## src/rtl/sys_timer_irq_if.sv

```systemverilog
// Purpose : CPU register window, timebase and IRQ lines of the system timer/IRQ controller.
// Latency : pure wiring; timing is set by the module that owns the slave modport.
// Backpressure: none; one access per clk, no stall path.
// Signals : tick_en (timebase enable), cs/we/addr/din (register access), dout (read data),
//           ext_irq (edge sources), irq (level IRQ to CPU), tmr_expired (per-timer expiry pulse).
interface sys_timer_irq_if #(
    parameter int NUM_TIMERS = 2,
    parameter int NUM_EXT    = 2,
    parameter int DATA_W     = 8,
    parameter int ADDR_W     = 3
);
    logic                  tick_en;
    logic                  cs;
    logic                  we;
    logic [ADDR_W-1:0]     addr;
    logic [DATA_W-1:0]     din;
    logic [DATA_W-1:0]     dout;
    logic [NUM_EXT-1:0]    ext_irq;
    logic                  irq;
    logic [NUM_TIMERS-1:0] tmr_expired;

    modport master (
        output tick_en, cs, we, addr, din, ext_irq,
        input  dout, irq, tmr_expired
    );

    modport slave (
        input  tick_en, cs, we, addr, din, ext_irq,
        output dout, irq, tmr_expired
    );
endinterface

```

## src/rtl/sys_timer_irq.sv

```systemverilog
// Purpose : NUM_TIMERS prescaled down-counters plus NUM_EXT rising-edge sources merged into one level IRQ.
// Latency : reads land on dout 1 clk after cs&~we; irq follows pending by 1 clk; tmr_expired pulses the clk after expiry.
// Backpressure: none; every register access completes in one clk.
// Ports   : clk, reset (async, active high); bus (slave) = tick_en, cs, we, addr, din, dout, ext_irq, irq, tmr_expired.
// Map     : 0 IRQ_EN, 1 IRQ_STAT (W1C), 2 PSEL, 3 RMODE, 4+k TMR_k; everything else reads 0.
module sys_timer_irq #(
    parameter int NUM_TIMERS     = 2,
    parameter int NUM_EXT        = 2,
    parameter int DATA_W         = 8,
    parameter int ADDR_W         = 3,
    parameter int PRESCALE_SHORT = 255,
    parameter int PRESCALE_LONG  = 16383
) (
    input logic            clk,
    input logic            reset,
    sys_timer_irq_if.slave bus
);
    localparam int NSRC  = NUM_TIMERS + NUM_EXT;
    localparam int PRE_W = $clog2(PRESCALE_LONG + 1);
    localparam logic [PRE_W-1:0] PRE_SHORT = PRE_W'(PRESCALE_SHORT);
    localparam logic [PRE_W-1:0] PRE_LONG  = PRE_W'(PRESCALE_LONG);

    typedef enum logic {IDLE = 1'b0, RUN = 1'b1} tmr_state_e;

    tmr_state_e                        r_state [NUM_TIMERS];
    tmr_state_e                        w_state_nxt [NUM_TIMERS];
    logic [NUM_TIMERS-1:0][DATA_W-1:0] r_count, w_count_nxt;
    logic [NUM_TIMERS-1:0][DATA_W-1:0] r_reload, w_reload_nxt;
    logic [NUM_TIMERS-1:0][PRE_W-1:0]  r_pre, w_pre_nxt, w_pre_sel;
    logic [NUM_TIMERS-1:0]             w_tmr_set;
    logic [NUM_TIMERS-1:0]             w_wr_tmr;

    logic [NSRC-1:0]       r_irq_en, r_pend, w_pend_nxt, w_set, w_w1c;
    logic [NUM_TIMERS-1:0] r_psel, r_rmode, r_expired;
    logic [NUM_EXT-1:0]    r_ext_prev, w_ext_edge;
    logic [DATA_W-1:0]     r_dout, w_rdata;
    logic                  r_irq;
    logic                  w_wr, w_rd;

    assign w_wr = bus.cs & bus.we;
    assign w_rd = bus.cs & ~bus.we;

    // Per-timer reload value for the prescaler, sampled whenever it reloads so a
    // PSEL change lands at the next step boundary rather than mid-interval.
    always_comb begin
        w_pre_sel = '0;
        w_wr_tmr  = '0;
        for (int k = 0; k < NUM_TIMERS; k++) begin
            w_pre_sel[k] = r_psel[k] ? PRE_LONG : PRE_SHORT;
            w_wr_tmr[k]  = w_wr && (bus.addr == ADDR_W'(4 + k));
        end
    end

    // Timer next-state: a CPU write to TMR_k overrides any step of that timer in the same clk.
    always_comb begin
        w_state_nxt  = r_state;
        w_count_nxt  = r_count;
        w_reload_nxt = r_reload;
        w_pre_nxt    = r_pre;
        w_tmr_set    = '0;
        for (int k = 0; k < NUM_TIMERS; k++) begin
            if (w_wr_tmr[k]) begin
                w_reload_nxt[k] = bus.din;
                w_count_nxt[k]  = bus.din;
                w_pre_nxt[k]    = w_pre_sel[k];
                if (bus.din == '0) begin
                    // Loading zero is an immediate expiry without ever running.
                    w_state_nxt[k] = IDLE;
                    w_tmr_set[k]   = 1'b1;
                end else begin
                    w_state_nxt[k] = RUN;
                end
            end else if ((r_state[k] == RUN) && bus.tick_en) begin
                if (r_pre[k] == '0) begin
                    w_pre_nxt[k] = w_pre_sel[k];
                    if (r_count[k] == DATA_W'(1)) begin
                        w_tmr_set[k] = 1'b1;
                        if (r_rmode[k]) begin
                            w_count_nxt[k] = r_reload[k];
                        end else begin
                            w_count_nxt[k] = '0;
                            w_state_nxt[k] = IDLE;
                        end
                    end else begin
                        w_count_nxt[k] = r_count[k] - DATA_W'(1);
                    end
                end else begin
                    w_pre_nxt[k] = r_pre[k] - PRE_W'(1);
                end
            end
        end
    end

    // New pending sources win over a simultaneous write-1-to-clear.
    assign w_ext_edge = bus.ext_irq & ~r_ext_prev;
    assign w_set      = {w_ext_edge, w_tmr_set};
    assign w_w1c      = (w_wr && (bus.addr == ADDR_W'(1))) ? bus.din[NSRC-1:0] : '0;
    assign w_pend_nxt = (r_pend & ~w_w1c) | w_set;

    always_comb begin
        w_rdata = '0;
        if (bus.addr == ADDR_W'(0)) w_rdata[NSRC-1:0]       = r_irq_en;
        if (bus.addr == ADDR_W'(1)) w_rdata[NSRC-1:0]       = r_pend;
        if (bus.addr == ADDR_W'(2)) w_rdata[NUM_TIMERS-1:0] = r_psel;
        if (bus.addr == ADDR_W'(3)) w_rdata[NUM_TIMERS-1:0] = r_rmode;
        for (int k = 0; k < NUM_TIMERS; k++) begin
            if (bus.addr == ADDR_W'(4 + k)) w_rdata = r_count[k];
        end
    end

    always_ff @(posedge clk or posedge reset) begin
        if (reset) begin
            for (int k = 0; k < NUM_TIMERS; k++) r_state[k] <= IDLE;
            r_count    <= '0;
            r_reload   <= '0;
            r_pre      <= '0;
            r_irq_en   <= '0;
            r_pend     <= '0;
            r_psel     <= '0;
            r_rmode    <= '0;
            r_expired  <= '0;
            r_ext_prev <= '0;
            r_dout     <= '0;
            r_irq      <= 1'b0;
        end else begin
            r_state    <= w_state_nxt;
            r_count    <= w_count_nxt;
            r_reload   <= w_reload_nxt;
            r_pre      <= w_pre_nxt;
            r_pend     <= w_pend_nxt;
            r_expired  <= w_tmr_set;
            r_ext_prev <= bus.ext_irq;
            // Uses the current pending/mask, so irq trails a pending set by one clk.
            r_irq      <= |(r_pend & r_irq_en);
            if (w_wr && (bus.addr == ADDR_W'(0))) r_irq_en <= bus.din[NSRC-1:0];
            if (w_wr && (bus.addr == ADDR_W'(2))) r_psel   <= bus.din[NUM_TIMERS-1:0];
            if (w_wr && (bus.addr == ADDR_W'(3))) r_rmode  <= bus.din[NUM_TIMERS-1:0];
            if (w_rd) r_dout <= w_rdata;
        end
    end

    assign bus.dout        = r_dout;
    assign bus.irq         = r_irq;
    assign bus.tmr_expired = r_expired;
endmodule

```

## src/flat_wrapper.sv

```systemverilog
// flat-port wrapper written by rule: the top's interface ports become plain ports
module sys_timer_irq_flat 
#(
    parameter int NUM_TIMERS     = 2,
    parameter int NUM_EXT        = 2,
    parameter int DATA_W         = 8,
    parameter int ADDR_W         = 3,
    parameter int PRESCALE_SHORT = 255,
    parameter int PRESCALE_LONG  = 16383
)
  (clk, reset, bus_tick_en, bus_cs, bus_we, bus_addr, bus_din, bus_ext_irq, bus_dout, bus_irq, bus_tmr_expired);
  sys_timer_irq_if #(.NUM_TIMERS(NUM_TIMERS), .NUM_EXT(NUM_EXT), .DATA_W(DATA_W), .ADDR_W(ADDR_W)) bus_i ();
  input logic clk;
  input logic reset;
  input wire logic [$bits(bus_i.tick_en)-1:0] bus_tick_en;
  input wire logic [$bits(bus_i.cs)-1:0] bus_cs;
  input wire logic [$bits(bus_i.we)-1:0] bus_we;
  input wire logic [$bits(bus_i.addr)-1:0] bus_addr;
  input wire logic [$bits(bus_i.din)-1:0] bus_din;
  input wire logic [$bits(bus_i.ext_irq)-1:0] bus_ext_irq;
  output wire logic [$bits(bus_i.dout)-1:0] bus_dout;
  output wire logic [$bits(bus_i.irq)-1:0] bus_irq;
  output wire logic [$bits(bus_i.tmr_expired)-1:0] bus_tmr_expired;
  assign bus_i.tick_en = bus_tick_en;
  assign bus_i.cs = bus_cs;
  assign bus_i.we = bus_we;
  assign bus_i.addr = bus_addr;
  assign bus_i.din = bus_din;
  assign bus_i.ext_irq = bus_ext_irq;
  assign bus_dout = bus_i.dout;
  assign bus_irq = bus_i.irq;
  assign bus_tmr_expired = bus_i.tmr_expired;
  sys_timer_irq #(.NUM_TIMERS(NUM_TIMERS), .NUM_EXT(NUM_EXT), .DATA_W(DATA_W), .ADDR_W(ADDR_W), .PRESCALE_SHORT(PRESCALE_SHORT), .PRESCALE_LONG(PRESCALE_LONG)) u_core (.clk(clk), .reset(reset), .bus(bus_i));
endmodule
```

## config.mk

```make
export PLATFORM = sky130hd
export DESIGN_NAME = sys_timer_irq_flat
export DESIGN_NICKNAME = d
export VERILOG_FILES = /design/src/rtl/sys_timer_irq_if.sv /design/src/rtl/sys_timer_irq.sv /design/src/flat_wrapper.sv
export SDC_FILE = /design/constraint.sdc
export NUM_CORES = 1
export LEC_CHECK = 0
export BUFFER_PORTS_ARGS = -buffer_cell sky130_fd_sc_hd__buf_4
export CORE_ASPECT_RATIO = 1.1
export CORE_MARGIN = 2
export CORE_UTILIZATION = 40
export CTS_BUF_LIST = sky130_fd_sc_hd__clkbuf_4 sky130_fd_sc_hd__clkbuf_8 sky130_fd_sc_hd__clkbuf_16
export DETAILED_ROUTE_END_ITERATION = 8
export PLACE_DENSITY = 0.58
export SLEW_MARGIN = 15
export SYNTH_ARGS = -nofsm -noshare
export SYNTH_HDL_FRONTEND = slang
export SYNTH_SLANG_ARGS = --single-unit
```

## constraint.sdc

```tcl
create_clock -name clk -period 2.75 [get_ports clk]
set_input_delay 0.1375 -clock clk [delete_from_list [all_inputs] [get_ports clk]]
set_output_delay 0.1375 -clock clk [all_outputs]
set_load 0.02 [all_outputs]
```

=== Word-level counts from Yosys, hierarchy flattened ===
Cells that the tools add are included.
W data, S select, Z words.

* Register bits: 87
* Bits of input ports: 18
* Output and inout bits: 11
* Word-level logic and storage cells: 106

* Add/subtract/negate cells: 4
* Eq/ne operators: 9
* Mux-type cells: 45
* Bitwise operators: 9
* Reductions and logical operators: 23

{| class="wikitable"
|+ Operators by type and width
! cell !! number
|-
| $mux W14 || 8
|-
| $mux W8 || 12
|-
| $logic_not A14 Y1 || 2
|-
| $sub A14 B1 Y14 const B || 2
|-
| $mux W1 || 20
|-
| $eq A8 B1 Y1 const B || 2
|-
| $sub A8 B1 Y8 const B || 2
|-
| $mux W4 || 3
|-
| $reduce_bool A2 Y1 || 6
|-
| $and A4 B4 Y4 || 2
|-
| $logic_and A1 B1 Y1 || 8
|-
| $logic_not A8 Y1 || 1
|-
| $reduce_and A4 Y1 || 2
|-
| $eq A3 B2 Y1 const B || 2
|-
| $eq A3 B3 Y1 const B || 2
|-
| $mux W2 || 2
|-
| $ne A2 B1 Y1 const B || 2
|-
| $not A4 Y4 || 1
|-
| $or A4 B4 Y4 || 1
|-
| $reduce_and A2 Y1 || 2
|-
| $reduce_or A4 Y1 || 1
|-
| $eq A3 B1 Y1 const B || 1
|-
| $logic_not A3 Y1 || 1
|-
| $and A1 B1 Y1 || 2
|-
| 3 further kinds || 3
|}

=== Logic depth before layout (Yosys ltp) ===
Gate-level depths: netlist (run 1).

* Word-level depth: 7
* Depth in mapped cells: 9
* Gate-level depth less buffers: 7

=== Worst setup path before layout (run 1) ===
OpenSTA, ideal clock, no wires.

* Kind: reg2reg
* Start: register u_core.r_pre[14] (netlist name)
* End: register u_core.r_count[13] (netlist name)
* Library setup time: 77 ps
* Arrival: 2255 ps
* Required time: 2673 ps
* Path slack: 418 ps
* Stages on the path, launching flop included: 8
* Path buffers: 0
* Period minus slack after synthesis: 2332 ps
* Cells stage by stage: dfrtp_1 inv_1 ha_1 or4b_2 nor4_4 nand3_2 or4_1 a21oi_1

* Longest elaborated chain between the ends: 3

{| class="wikitable"
|+ RTL lines
! element !! line !! source
|-
| start, declared || sys_timer_irq.sv:29 || <nowiki>logic [NUM_TIMERS-1:0][PRE_W-1:0] r_pre, w_pre_nxt, w_pre_sel;</nowiki>
|-
| start signal, assigned || sys_timer_irq.sv:129 || <nowiki>r_pre <= w_pre_nxt;</nowiki>
|-
| $logic_not A14 Y1 || sys_timer_irq.sv:74 || <nowiki>if (r_pre[k] == '0) begin</nowiki>
|-
| $reduce_bool A2 Y1 (no line) || -- ||
|-
| $reduce_and A2 Y1 (no line) || -- ||
|-
| end signal, assigned || sys_timer_irq.sv:127 || <nowiki>r_count <= w_count_nxt;</nowiki>
|-
| end, declared || sys_timer_irq.sv:27 || <nowiki>logic [NUM_TIMERS-1:0][DATA_W-1:0] r_count, w_count_nxt;</nowiki>
|}

Every way passes these cells.
A chain may end at the register's enable or synchronous reset.

=== Worst setup path after layout (run 1) ===
Ends and elaborated chain as after synthesis.

==> impl_metrics.json, run 1 <==
{
  "r2r_end": "u_core.r_count[13]",
  "postCtsSetupBuffers": 0,
  "setup-violations-final": 0,
  "regToRegStartpoint": "u_core.r_pre[14]",
  "finalHoldViolCount": 0,
  "hp-class": "in -> reg",
  "die_x_um": 107,
  "grt.total_usage_pct": 19.7,
  "hp-start": "bus_din[5]",
  "worst_setup_path_end_kind": "flip-flop",
  "max_stage_delay_ps": 630,
  "fin_worst_skew_ps": 5.06,
  "synthFlopType": "dfrtp_1",
  "ctsLongestPathBuffers": 2,
  "pin_count": 29,
  "place_congestion": 0.842,
  "critPathLaunchType": "flip-flop",
  "clock-root-buffer": "clkbuf_16",
  "htreeDepth": 3,
  "cts-buffers-inserted": 9,
  "synth_seq_cells": 87,
  "synth_edf_count": 0,
  "antenna_found_initial": 0,
  "wl_per_cell_um": 16.7,
  "rsz0062_at_grt": "false",
  "cp_data_arrival_time_ps": 2760,
  "globalRouteMet3Util_pct": 3.84,
  "yosysUniqueCellTypes": 61,
  "area_delta_synth_final_pct": 16.6,
  "fin_crit_ps": 2490,
  "drive_gt1_share_pct": 14.3,
  "clock_power_share_pct": 29.8,
  "core-area_um2": 11400,
  "cts_tree": "yes",
  "p_leak_nw": 2.38,
  "cp_max_fo": 6,
  "row_count": 41,
  "peakVddDrop_uv": 310,
  "path_clk_slew_ps": 60,
  "start_util_pct": 40.8,
  "crit_chain": "inv_1 -> ha_1 -> or4b_2 -> nor4_4 -> nand3_2 -> or4_1 -> a21oi_1",
  "postSynthCellCount": 506,
  "antenna_cells": 0,
  "vias": 3919,
  "cp.buffers_inverters": 1,
  "grt_use_met1_pct": 26.3,
  "power_mw": 4.56,
  "timing.fmax_mhz": 402,
  "power_switching_mw": 1.51,
  "p_int_mw": 3.05,
  "yosysTopAreaCell": "dfrtp_1",
  "grt_pass1_vias": 3795,
  "slew_viol_final": 0,
  "whs_ps": 46.8,
  "grt_max_degree": 88,
  "maxCapViolations": 0,
  "synthArstFlopShare_pct": 100,
  "yosysWarnings": 0,
  "use_met2_pct": 31.7,
  "avgSynthCellArea_um2": 9.23,
  "reg2regPathDepth": 7,
  "nNetsFinal": 566,
  "dr.pass1.iters": 6,
  "cts_sinks": 87,
  "hold_depth": 3,
  "power_density_nw_per_um2": 837,
  "ant_nets": 0,
  "busiest_layer": "met2",
  "overflow": 0,
  "synth_area_leaders": "dfrtp_1 47%, nand2_1 7.6%, o21ai_0 3.5%",
  "worstPathRequired_ps": 3020,
  "clkLatencyLatePin_ps": 340,
  "cp_slowest_cell": "or4b_2",
  "grt_pass1_wl_um": 19600,
  "drc": 0,
  "synth_area_um2": 4670,
  "synth_nets": 532,
  "ff2ff_setup_slack_ps": 260,
  "fin_tns_setup_ps": 0,
  "synth_top_area_share_pct": 46.6,
  "period_share_pct": 90.5,
  "worst_slew_margin_rel_pct": 53.3,
  "fp.dieH_um": 117,
  "portBuffers": 28,
  "dp_hpwl_um": 8140,
  "crit_type": "reg -> reg",
  "hold_end": "u_core.r_reload[13]",
  "ys_seq_area_share_pct": 46.6,
  "power_frac_seq_pct": 45.1,
  "die_area_um2": 12600,
  "cpLargestDelayFamily": "simple AND/OR/NAND/NOR gates",
  "tightest_slew_ps": 694,
  "vias_per_cell": 5.64,
  "status": "completed",
  "routed_wl_um": 11600,
  "swShare_pct": 33.1,
  "drt_iter0_markers": 233,
  "power_frac_comb_pct": 25.2,
  "fillCellCount": 1066
}
-- cells by family (layout without fill, tap and decap cells) --
group	count (synthesis)	count (layout)	share of synthesized area, %
compound gates	127	127	18.4
mux	17	17	3.86
buf+inv	33	72	2.97
simple gates	221	221	23.5
fa+ha+maj	8	8	2.14
xor+xnor	13	13	2.44
flops	87	87	46.6
-- flip-flops by register name, summed over array words and instances (netlist names) --
signal                  flops
u_core.r_pre               28
u_core.r_pend               4
u_core.r_state              2
u_core.bus.tmr_expired      2
u_core.r_psel               2
u_core.r_reload            16
u_core.r_count             16
u_core.bus.dout             8
u_core.r_irq_en             4
u_core.r_rmode              2
u_core.bus.irq              1
u_core.r_ext_prev           2
-- how the worst max path moves through the flow --
stage                           from                  to  slack (ps)  cells past startpoint
floorplan                      reset  u_core.bus.dout[0]         360                      1
global placement    u_core.r_pre[14]  u_core.r_count[13]         330                      7
detailed placement  u_core.r_pre[14]  u_core.r_count[13]         260                      7
CTS                 u_core.r_pre[14]  u_core.r_count[13]         260                      7
global route        u_core.r_pre[14]   u_core.r_state[0]         100                      7
finish              u_core.r_pre[14]  u_core.r_count[13]         260                      7
-- power by group through the flow --
stage	logic, mW	clock network (mW)	registers (mW)
3_3_place_gp	1.12	0	2.06
4_1_cts	1.16	1.38	2.05
2_1_floorplan	0.887	0	1.95
3_5_place_dp	1.15	0	2.07
5_1_grt	1.32	1.43	2.12
6_report	1.15	1.36	2.05
-- cell usage in the layout (no fill, tap or decap), types with 3 or more instances in the layout --
cell / Yosys / layout
nand2_1: 95 / 95
dfrtp_1: 87 / 87
nor2_1: 38 / 38
buf_4: 0 / 38
o21ai_0: 33 / 33
a21oi_1: 17 / 17
nor3_1: 14 / 13
inv_1: 14 / 13
nand3_1: 10 / 10
mux2i_1: 9 / 9
xnor2_1: 9 / 9
clkbuf_16: 0 / 9
mux2_2: 8 / 8
nand2b_1: 8 / 8
a31oi_1: 8 / 8
nor4_1: 8 / 8
ha_1: 8 / 8
o22ai_1: 7 / 7
a22oi_1: 7 / 7
or4_1: 7 / 7
and3_1: 7 / 7
or3_1: 6 / 6
o31ai_1: 5 / 5
o22a_1: 5 / 5
nor2b_1: 4 / 4
o21a_1: 4 / 4
and2_1: 4 / 4
o31a_1: 4 / 4
a221oi_1: 4 / 4
xor2_1: 4 / 4
a2bb2oi_1: 3 / 3
or4b_2: 3 / 3
or4_4: 3 / 3
nor4b_1: 3 / 3
a21o_1: 3 / 3
a22o_1: 3 / 3
a21boi_0: 3 / 3
a221o_1: 3 / 3
dlygate4sd3_1: 0 / 3
-- routing by layer --
layer	routed length, µm	vias to the layer above	share of wire, %
met2	5680	91	49
li1	-	1906	-
met5	0	-	0
met3	467	14	4.0
met1	5260	1908	45
met4	185	0	1.6
-- cell usage after synthesis (8+ instances only) --
master / instances
nand2_1: 95
dfrtp_1: 87
nor2_1: 38
o21ai_0: 33
a21oi_1: 17
clkbuf_1: 15
inv_1: 14
nor3_1: 14
nand3_1: 10
mux2i_1: 9
xnor2_1: 9
a31oi_1: 8
ha_1: 8
mux2_2: 8
nand2b_1: 8
nor4_1: 8
-- area by class of cell --
type / instances / area (µm²) / share of cell area [%]
Inverter: 14 / 53.8 / 0.988
Tap cell: 150 / 188 / 3.45
Clock inverter: 3 / 65.1 / 1.19
Clock buffer: 13 / 268 / 4.92
Sequential cell: 87 / 2180 / 40.0
Timing Repair Buffer: 42 / 335 / 6.16
Multi-Input combinational cell: 386 / 2360 / 43.3
-- worst register-to-register path: cells and delay by family, from the launching register on --
| family | cells | cell delay [ps] |
|---|---|---|
| AOI/OAI and AO/OA | 1 | 150 |
| adders and majority gates | 1 | 160 |
| buffers and inverters | 1 | 120 |
| DFF | 1 | 390 |
| and+or+nand+nor | 4 | 1610 |
-- what timing repair did --
action / CTS / global route
gates resized for setup: 0 / 0
hold endpoints to repair: 89 / 0
hold buffers: 3 / 0
-- stage by stage --
| step | std cells | cell area, µm² | setup WS, ps | utilization [%] |
|---|---|---|---|---|
| after floorplan | 506 | 4670 | 362 | - |
| after global placement | 676 | 5080 | 327 | 44.4 |
| after detailed placement | 676 | 5080 | 256 | 44.4 |
| after CTS | 695 | 5450 | 259 | 47.6 |
| after global routing | 695 | 5450 | 104 | 47.6 |
| final | 695 | 5450 | 261 | 47.6 |
No activity file was read; power rests on OpenSTA's default activity.
==> run 2, diff against run 1 <==
Settings changed: CELL_PAD_IN_SITES_DETAIL_PLACEMENT set to 1, CELL_PAD_IN_SITES_GLOBAL_PLACEMENT set to 1, GPL_TIMING_DRIVEN set to 0, PLACE_DENSITY 0.58 to 0.71.
==> run 2 against run 1 <==
  * Combinational power up 5%
  * Setup slack worse by 120 ps
  * Flip-flop and latch count unchanged
  * Global-route usage up 3.1 points
  * Largest power group unchanged
  * Sequential power about the same
  * First-iteration DRC count down 40%
  * Cell count up 1.0%
  * Register-to-register slack worse by 120 ps
  * Core utilization up 0.32 points
  * Hold slack worse by 3.7 ps
  * Die area unchanged
==> impl_metrics.json, run 2 (synthesized netlist as in run 1, its figures left out) <==
{
  "fillCellCount": 1298,
  "period_share_pct": 95.0,
  "path_clk_slew_ps": 60,
  "p_leak_nw": 2.37,
  "place_congestion": 0.833,
  "vias": 4074,
  "wl_per_cell_um": 19.3,
  "die_area_um2": 12600,
  "cpLargestDelayFamily": "simple AND/OR/NAND/NOR gates",
  "routed_wl_um": 13600,
  "cts-buffers-inserted": 9,
  "area_delta_synth_final_pct": 17.4,
  "die_x_um": 107,
  "drc": 0,
  "antenna_found_initial": 0,
  "whs_ps": 43.1,
  "mostFrequentLayoutCell": "nand2_1",
  "power_density_nw_per_um2": 859,
  "postCtsSetupBuffers": 0,
  "antenna_cells": 0,
  "worstPathRequired_ps": 2980,
  "cp_data_arrival_time_ps": 2850,
  "finalHoldViolCount": 0,
  "core-area_um2": 11400,
  "maxCapViolations": 0,
  "tightest_slew_ps": 1110,
  "start_util_pct": 40.8,
  "cp.buffers_inverters": 0,
  "dr.pass1.iters": 5,
  "grt_max_degree": 60,
  "crit_type": "reg -> reg",
  "clkLatencyLatePin_ps": 340,
  "nNetsFinal": 574,
  "critPathLaunchType": "flip-flop",
  "drt_iter0_markers": 140,
  "status": "completed",
  "fin_worst_skew_ps": 5.74,
  "largest_reg_flops": 28,
  "hp-class": "in -> reg",
  "regMostFlops": "u_core.r_pre",
  "cts_sinks": 87,
  "worst_setup_path_end_kind": "flip-flop",
  "rsz0062_at_grt": "true",
  "slew_viol_final": 0,
  "row_count": 41,
  "clock-root-buffer": "clkbuf_16",
  "portBuffers": 27,
  "grt_pass1_vias": 4407,
  "fin_crit_ps": 2610,
  "setup-violations-final": 0,
  "dp_hpwl_um": 9710,
  "grt.total_usage_pct": 22.7,
  "cp_slowest_cell": "nor4b_1",
  "grt_pass1_wl_um": 22700,
  "final_cell_mix": "95 x nand2_1, 87 x dfrtp_1, 38 x nor2_1",
  "timing.fmax_mhz": 383,
  "worst_slew_margin_rel_pct": 25.0,
  "max_stage_delay_ps": 950,
  "peakVddDrop_uv": 285,
  "fp.dieH_um": 117,
  "reg.largest.list": "u_core.r_pre: 28 flops, u_core.r_count: 16 flops, u_core.r_reload: 16 flops",
  "vias_per_cell": 5.80,
  "htreeDepth": 3,
  "pin_count": 29,
  "ctsLongestPathBuffers": 2,
  "fin_tns_setup_ps": 0,
  "crit_chain": "or4_1 -> nor4b_1 -> a41oi_1 -> o22a_1",
  "cts_tree": "yes",
  "overflow": 0,
  "cp_max_fo": 6,
  "ant_nets": 0,
  "drive_gt1_share_pct": 12.5
}
-- run 2: changes by cell type in the layout (fill, tap and decap cells not counted), sizes merged --
cell    before  now
clkinv       2    0
buf         39   32
inv         13   14
clkbuf      13   27
bufinv       2    3
-- run 2: where the power goes --
part | total [mW] | leakage, nW | internal [mW] | switching (mW)
logic | 1.21 | 1.14 | 0.552 | 0.655
clock network | 1.45 | 0.172 | 0.943 | 0.509
registers | 2.05 | 1.06 | 1.63 | 0.424
total | 4.71 | 2.37 | 3.12 | 1.59
-- run 2: tightest hold or removal path: cells and delay by family --
kind                   cells  cell delay [ps]
buffers and inverters      1              110
and+or+nand+nor            2              100
-- run 2: final cells by class --
cell class / instances / area [µm²] / share of cell area (%)
buffer: 19 / 86.3 / 1.57
clock buffer: 12 / 260 / 4.75
clock inverter: 3 / 90.1 / 1.64
inverter: 14 / 55.1 / 1.00
multi-input combinational: 386 / 2370 / 43.2
sequential: 87 / 2180 / 39.7
tap: 150 / 188 / 3.42
timing repair buffer: 31 / 260 / 4.75
-- run 2: timing repair --
item / CTS / global route
endpoints found under the setup margin: 0 / 4
endpoints found under the hold margin: 30 / 0
gates resized for setup: 0 / 1
hold buffers: 3 / 0
-- run 2: stage by stage --
stage	cell area [µm²]	setup slack (ps)	std cells	util, %	power, mW
final	5480	136	702	47.9	4.71
after global routing	5480	-0.150	702	47.9	5.02
after CTS	5470	101	702	47.8	4.74
after detailed placement	5090	110	684	44.5	3.26
after global placement	5060	-776	683	44.2	3.18
after floorplan	4670	362	506	-	2.84
-- run 2: path summary, 6_finish.rpt --
check	startpoint	endpoint	slack, ps	cells past startpoint
hold reg to reg	u_core.bus.dout[1]	u_core.bus.dout[1]	480	2
max in group asynchronous	reset	u_core.r_pre[27]	1750	4
min in group asynchronous	reset	u_core.r_ext_prev[0]	380	3
setup reg to reg	u_core.r_pre[18]	u_core.r_pre[24]	140	4
hold / removal	bus_din[5]	u_core.r_reload[13]	40	3
setup / recovery	u_core.r_pre[18]	u_core.r_pre[24]	140	4
-- run 2: routing by layer --
| metal | up-vias | wire length, µm | GRT usage (%) |
|---|---|---|---|
| met2 | 75 | 6650 | 37.8 |
| met1 | 2055 | 6150 | 29.4 |
| met3 | 23 | 437 | 4.34 |
| li1 | 1921 | - | - |
| met4 | 0 | 308 | 7.95 |
| met5 | - | 0 | 0 |
